--- src/rtl/ysyx_25020037_ifu.sv ---
// Instruction fetch unit: holds the fetch PC, issues one AR/R read per
// instruction, hands {pc, inst} to decode over valid/ready and honours
// redirects from execute. One fetch outstanding at most, no prefetch.
module ysyx_25020037_ifu #(
    parameter logic [31:0] RESET_PC = 32'h3000_0000,
    parameter int unsigned PC_STEP  = 4
) (
    input  logic        clk,
    input  logic        rst_n,
    // decode handoff
    output logic        ifu_valid,
    input  logic        idu_ready,
    output logic [63:0] fu_to_du_bus,
    // redirect from execute
    input  logic        exu_dnpc_valid,
    input  logic [31:0] exu_dnpc,
    // read address channel
    output logic [31:0] araddr,
    output logic        arvalid,
    input  logic        arready,
    // read data channel
    input  logic [31:0] rdata,
    input  logic [1:0]  rresp,
    input  logic        rvalid,
    output logic        rready,
    // sticky fetch error
    output logic        ifu_err
);

    typedef enum logic [1:0] {
        S_IDLE = 2'd0,
        S_REQ  = 2'd1,
        S_WAIT = 2'd2,
        S_HOLD = 2'd3
    } state_t;

    state_t      r_state;
    logic [31:0] r_pc;
    logic [31:0] r_araddr;
    logic [63:0] r_bus;
    logic        r_flush;
    logic        r_err;

    logic [31:0] w_dnpc_tgt;
    logic [31:0] w_pc_seq;
    logic        w_resp_ok;

    assign w_dnpc_tgt = {exu_dnpc[31:2], 2'b00};
    assign w_pc_seq   = r_pc + 32'(PC_STEP);
    assign w_resp_ok  = (rresp == 2'b00);

    // Handshake outputs are pure state decodes, so no input reaches them
    // combinationally; araddr and the decode bus come from registers.
    assign arvalid      = (r_state == S_REQ);
    assign rready       = (r_state == S_WAIT);
    assign ifu_valid    = (r_state == S_HOLD);
    assign araddr       = r_araddr;
    assign fu_to_du_bus = r_bus;
    assign ifu_err      = r_err;

    // Fetch sequencer: state, PC, in-flight address, flush tracking and handoff data.
    always_ff @(posedge clk or negedge rst_n) begin
        if (!rst_n) begin
            r_state  <= S_IDLE;
            r_pc     <= RESET_PC;
            r_araddr <= 32'h0000_0000;
            r_bus    <= 64'h0;
            r_flush  <= 1'b0;
            r_err    <= 1'b0;
        end else begin
            case (r_state)
                S_IDLE: begin
                    // Idle after reset guarantees no stale R beat is accepted.
                    r_araddr <= r_pc;
                    r_state  <= S_REQ;
                end
                S_REQ: begin
                    // The address already presented stays put until accepted;
                    // a redirect only retargets the PC and marks the reply stale.
                    if (exu_dnpc_valid) begin
                        r_pc    <= w_dnpc_tgt;
                        r_flush <= 1'b1;
                    end
                    if (arready) begin
                        r_state <= S_WAIT;
                    end
                end
                S_WAIT: begin
                    if (rvalid) begin
                        if (r_flush || exu_dnpc_valid) begin
                            // Stale beat: drop it and refetch from the current target.
                            r_flush <= 1'b0;
                            r_state <= S_REQ;
                            if (exu_dnpc_valid) begin
                                r_pc     <= w_dnpc_tgt;
                                r_araddr <= w_dnpc_tgt;
                            end else begin
                                r_araddr <= r_pc;
                            end
                        end else begin
                            // Faulting fetch hands decode a zero word and latches the error.
                            r_bus   <= {r_pc, (w_resp_ok ? rdata : 32'h0000_0000)};
                            r_err   <= r_err | ~w_resp_ok;
                            r_state <= S_HOLD;
                        end
                    end else if (exu_dnpc_valid) begin
                        // Latest redirect wins until the reply shows up.
                        r_pc    <= w_dnpc_tgt;
                        r_flush <= 1'b1;
                    end
                end
                S_HOLD: begin
                    // Redirect beats the handoff: the held instruction is squashed.
                    if (exu_dnpc_valid) begin
                        r_pc     <= w_dnpc_tgt;
                        r_araddr <= w_dnpc_tgt;
                        r_state  <= S_REQ;
                    end else if (idu_ready) begin
                        r_pc     <= w_pc_seq;
                        r_araddr <= w_pc_seq;
                        r_state  <= S_REQ;
                    end
                end
                default: begin
                    r_state <= S_IDLE;
                end
            endcase
        end
    end

endmodule

--- config.mk ---
export PLATFORM = sky130hd
export DESIGN_NAME = ysyx_25020037_ifu
export DESIGN_NICKNAME = d
export VERILOG_FILES = /design/src/rtl/ysyx_25020037_ifu.sv
export SDC_FILE = /design/constraint.sdc
export NUM_CORES = 1
export LEC_CHECK = 0
export BUFFER_PORTS_ARGS = -buffer_cell sky130_fd_sc_hd__buf_2
export CAP_MARGIN = 20
export CORE_MARGIN = 10
export CORE_UTILIZATION = 54
export DETAILED_ROUTE_END_ITERATION = 7
export HOLD_SLACK_MARGIN = 0.05
export PLACE_DENSITY = 0.91
export SYNTH_ARGS = -nofsm -noshare
export SYNTH_HDL_FRONTEND = slang
export SYNTH_SLANG_ARGS = --single-unit
--- constraint.sdc ---
create_clock -name clk -period 3.4 [get_ports clk]
set_clock_uncertainty 0.15 [all_clocks]
set_input_delay 0.17 -clock clk [delete_from_list [all_inputs] [get_ports clk]]
set_output_delay 0.17 -clock clk [all_outputs]
set_load 0.05 [all_outputs]
==> results.ini <==
[grt]
number_of_antenna_violations_at_the_first_check_in_global_routing=6
global_route.usage.met1_pct=32.37
grt_first_pass_wirelength_um=39340
met3_usage_pct=6.871
grt_start_max_net_pins=84
grt_use_total_pct=27.27
grt_pass1_vias=7344
gr-total-overflow=0
grt.met2_usage_pct=43.83
grt_most_used_layer=met2

[synth]
yosysWarnings=0
yosysTopAreaCellShare_pct=46.45
synth-seq-area-share_pct=47.20
yosysTopAreaCell=dfrtp_1
synth.top_cells.by_area=dfrtp_1 46%, nand2_1 6.5%, o21ai_0 6.4%
synth_async_sr_flop_share_pct=100.0
synthesis.nets=861
post-synth-top-count-cell=dfrtp_1
post_synth_most_frequent_cells=130 x dfrtp_1, 122 x nand2_1, 90 x o21ai_0
syn-mean-instance-area_sq_um=8.945
synth.cell_area_sq_um=7004
synthCells=783
yosys_cell_types=67
synth_seq_cells=132
synth_ff_type=dfrtp_1
synth-edff-count=0

[worst_hold_path]
min-delay-path-class=input pin to flip-flop
hold_path_startpoint=exu_dnpc[28]
hold_end=araddr[28]$_DFFE_PN0P_
timing.hold.worst_path_depth=4

[setup_path]
crit_chain=ha_1 > nand2_1 > or4_1 > or3_1 > a311o_1 > o21ai_0
worst-setup-path-type=flip-flop to flip-flop
crit_required_ns=3.59
slowest_stage=or4_1
r2r-end=araddr[18]$_DFFE_PN0P_
reg2regPathDepth=6
r2r_start=r_pc[2]$_DFFE_PN0P_
cp_slowest_stage_delay_ns=0.83
endpoint_kind=flip-flop
setup.reg_to_reg.worst_slack_ns=0.49
critical_path.startpoint_type=flip-flop
critical_path.max_fanout=12
crit_arrival_ns=3.11

[clocking]
clock_latency_ns=0.43
postCtsSetupBuffers=0
tritoncts.num_buffers=17
clk_pin_slew_ns=0.05
clock_tree.buffer_depth=2
cts_num_sinks=132
cts_htree_levels=4
tritoncts=built
clock_tree.root_cell=clkbuf_16
ctsResizeCount=0

[floorplanning]
fp.dieArea_sq_um=17930
die_w_um=133.9
core_area_sq_um=12670
start_util_pct=55.28
design.portCount=172
floorplan.die.height_um=133.9
placement_row_count=41

[sta]
final.period_utilization_pct=85.70
fin_tns_setup_ns=0
setup_viol=0
max_freq_ghz=0.3432
layout_min_cycle_time_ns=2.914
slew_headroom_pct=39.75
timing_hold_violations_final=0
finalWorstSetupSlack_ns=0.4862
timing_worst_slew_pin_value_ns=0.9005
rsz0062_at_grt=no
maxSlewViolCount=0

[detailed_routing]
detail_route.iter0.violations=1243
wl_per_cell_um=20.54
drc=0
via_count=7436
route.antenna.remaining_nets=0
drt-total-wl_um=24610
route.detailed.vias_per_inst=6.207
first_pass_iters=7

[placement]
routabilityCongestion=0.8992
placed_cell_area_sq_um=8036
placed_cells_incl_taps=1080
dpl_worst_slack_ns=0.5808
hpwl_um=15070
port_buffers=169

[status]
run_status=finished, final reports clean

[final_layout]
final_cell_area_sq_um=9422
design.final.nets=1085
n_fill_cell=902
post_route_cells_drive_above_1_share_pct=25.93
multi_input_comb_area_sq_um=3400
syn2layout_area_growth_pct=34.51
final_cells=1198
layout.area.seq_sq_um=3306

[power]
cellPowerDensity_nw_per_um2=887.3
vdd_ir_drop_max_v=0.0005415
total_power_mw=8.359
total_leakage_power_nw=4.276

[job]
maxCapViolations=0

[timing repair]
item	4_1_cts	5_1_grt
endpoints found under the setup margin	0	0
hold buffers	80	0
hold endpoints to repair	135	0
[power by group]
group | internal, mW | switching [mW] | total (mW)
logic | 1.16 | 2.71 | 3.87
clock network | 1.11 | 0.673 | 1.78
registers | 2.11 | 0.600 | 2.71
total | 4.38 | 3.98 | 8.36
[logic make-up (layout without fill, tap and decap cells)]
kind of cell | Yosys count | in the layout | synth area share [%]
XOR/XNOR | 7 | 7 | 0.8753
other | 0 | 8 | 0
AND/OR/NAND/NOR | 277 | 277 | 18.65
adder cells (fa/ha/maj) | 6 | 6 | 1.072
AO/OA/AOI/OAI | 244 | 244 | 22.54
buffers and inverters | 86 | 321 | 4.716
multiplexers | 31 | 31 | 4.948
flip-flops | 132 | 132 | 47.20
[per-stage QoR]
step	hold slack [ns]	util, %
6_report	0.1022	74.36
5_1_grt	0.1001	74.34
4_1_cts	0.07254	74.20
3_5_place_dp	0.1247	63.42
3_3_place_gp	0.1208	63.31
2_1_floorplan	-0.2756	-
[sequential cells by signal, summed over array words and instances (netlist names)]
register	count
fu_to_du_bus	64
r_state	2
araddr	32
r_flush	1
ifu_err	1
r_pc	32
[final cells by class]
| class | count | area share [%] |
|---|---|---|
| sequential | 132 | 35.09 |
| antenna | 8 | 0.2125 |
| tap | 172 | 2.284 |
| clock inverter | 4 | 0.4781 |
| multi-input combinational | 565 | 36.08 |
| timing repair buffer | 273 | 19.63 |
| inverter | 18 | 0.7171 |
| clock buffer | 26 | 5.511 |
[worst max-delay path, delay by kind of cell (launching register included)]
family | cells | cell delay, ns
adder cells (fa/ha/maj) | 1 | 0.31
flip-flops | 1 | 0.47
AND/OR/NAND/NOR | 3 | 1.47
AO/OA/AOI/OAI | 2 | 0.42
[metal layers]
layer	routed length [um]	vias to the layer above
met5	0	-
met4	1223	0
met3	2263	95
met2	12100	484
met1	9018	3553
li1	-	3304
[layout by cell type, fill, tap and decap left out, types with 4 or more instances in the layout]
master	synthesis	final
inv_1	18	18
nor4_1	11	9
o21a_1	6	6
buf_2	6	168
mux2_2	29	29
clkbuf_16	0	17
a221oi_1	14	14
nor2_1	52	51
clkbuf_8	0	6
ha_1	6	6
and3_1	7	7
nand4_1	11	11
a222oi_1	6	6
a21oi_1	39	39
nand2_1	122	122
nor2b_1	4	4
buf_4	0	23
nand2b_1	5	5
dfrtp_1	130	130
and2_1	7	7
a31oi_1	15	15
o31ai_1	7	7
o22ai_1	7	7
o21ai_0	90	90
dlygate4sd3_1	0	80
nor3_1	13	13
a22oi_1	12	12
diode_2	0	8
xnor2_1	6	6
nand3_1	21	21
o22a_1	4	4
o32ai_1	5	5
or3_1	7	7
[worst max path at each step]
| stage | startpoint | endpoint | slack [ns] | cells after the start |
|---|---|---|---|---|
| floorplan | r_state[0]$_DFFE_PN0P_ | fu_to_du_bus[50]$_DFFE_PN0P_ | 0.83 | 7 |
| global route | r_pc[2]$_DFFE_PN0P_ | r_pc[30]$_DFFE_PN0P_ | 0.35 | 6 |
| finish | r_pc[2]$_DFFE_PN0P_ | araddr[18]$_DFFE_PN0P_ | 0.49 | 6 |
| CTS | r_pc[2]$_DFFE_PN0P_ | araddr[18]$_DFFE_PN0P_ | 0.58 | 6 |
| global placement | r_pc[2]$_DFFE_PN0P_ | araddr[18]$_DFFE_PN0P_ | 0.65 | 6 |
| detailed placement | r_pc[2]$_DFFE_PN0P_ | araddr[18]$_DFFE_PN0P_ | 0.58 | 6 |
Note: power is estimated with default switching activity, not from simulation.
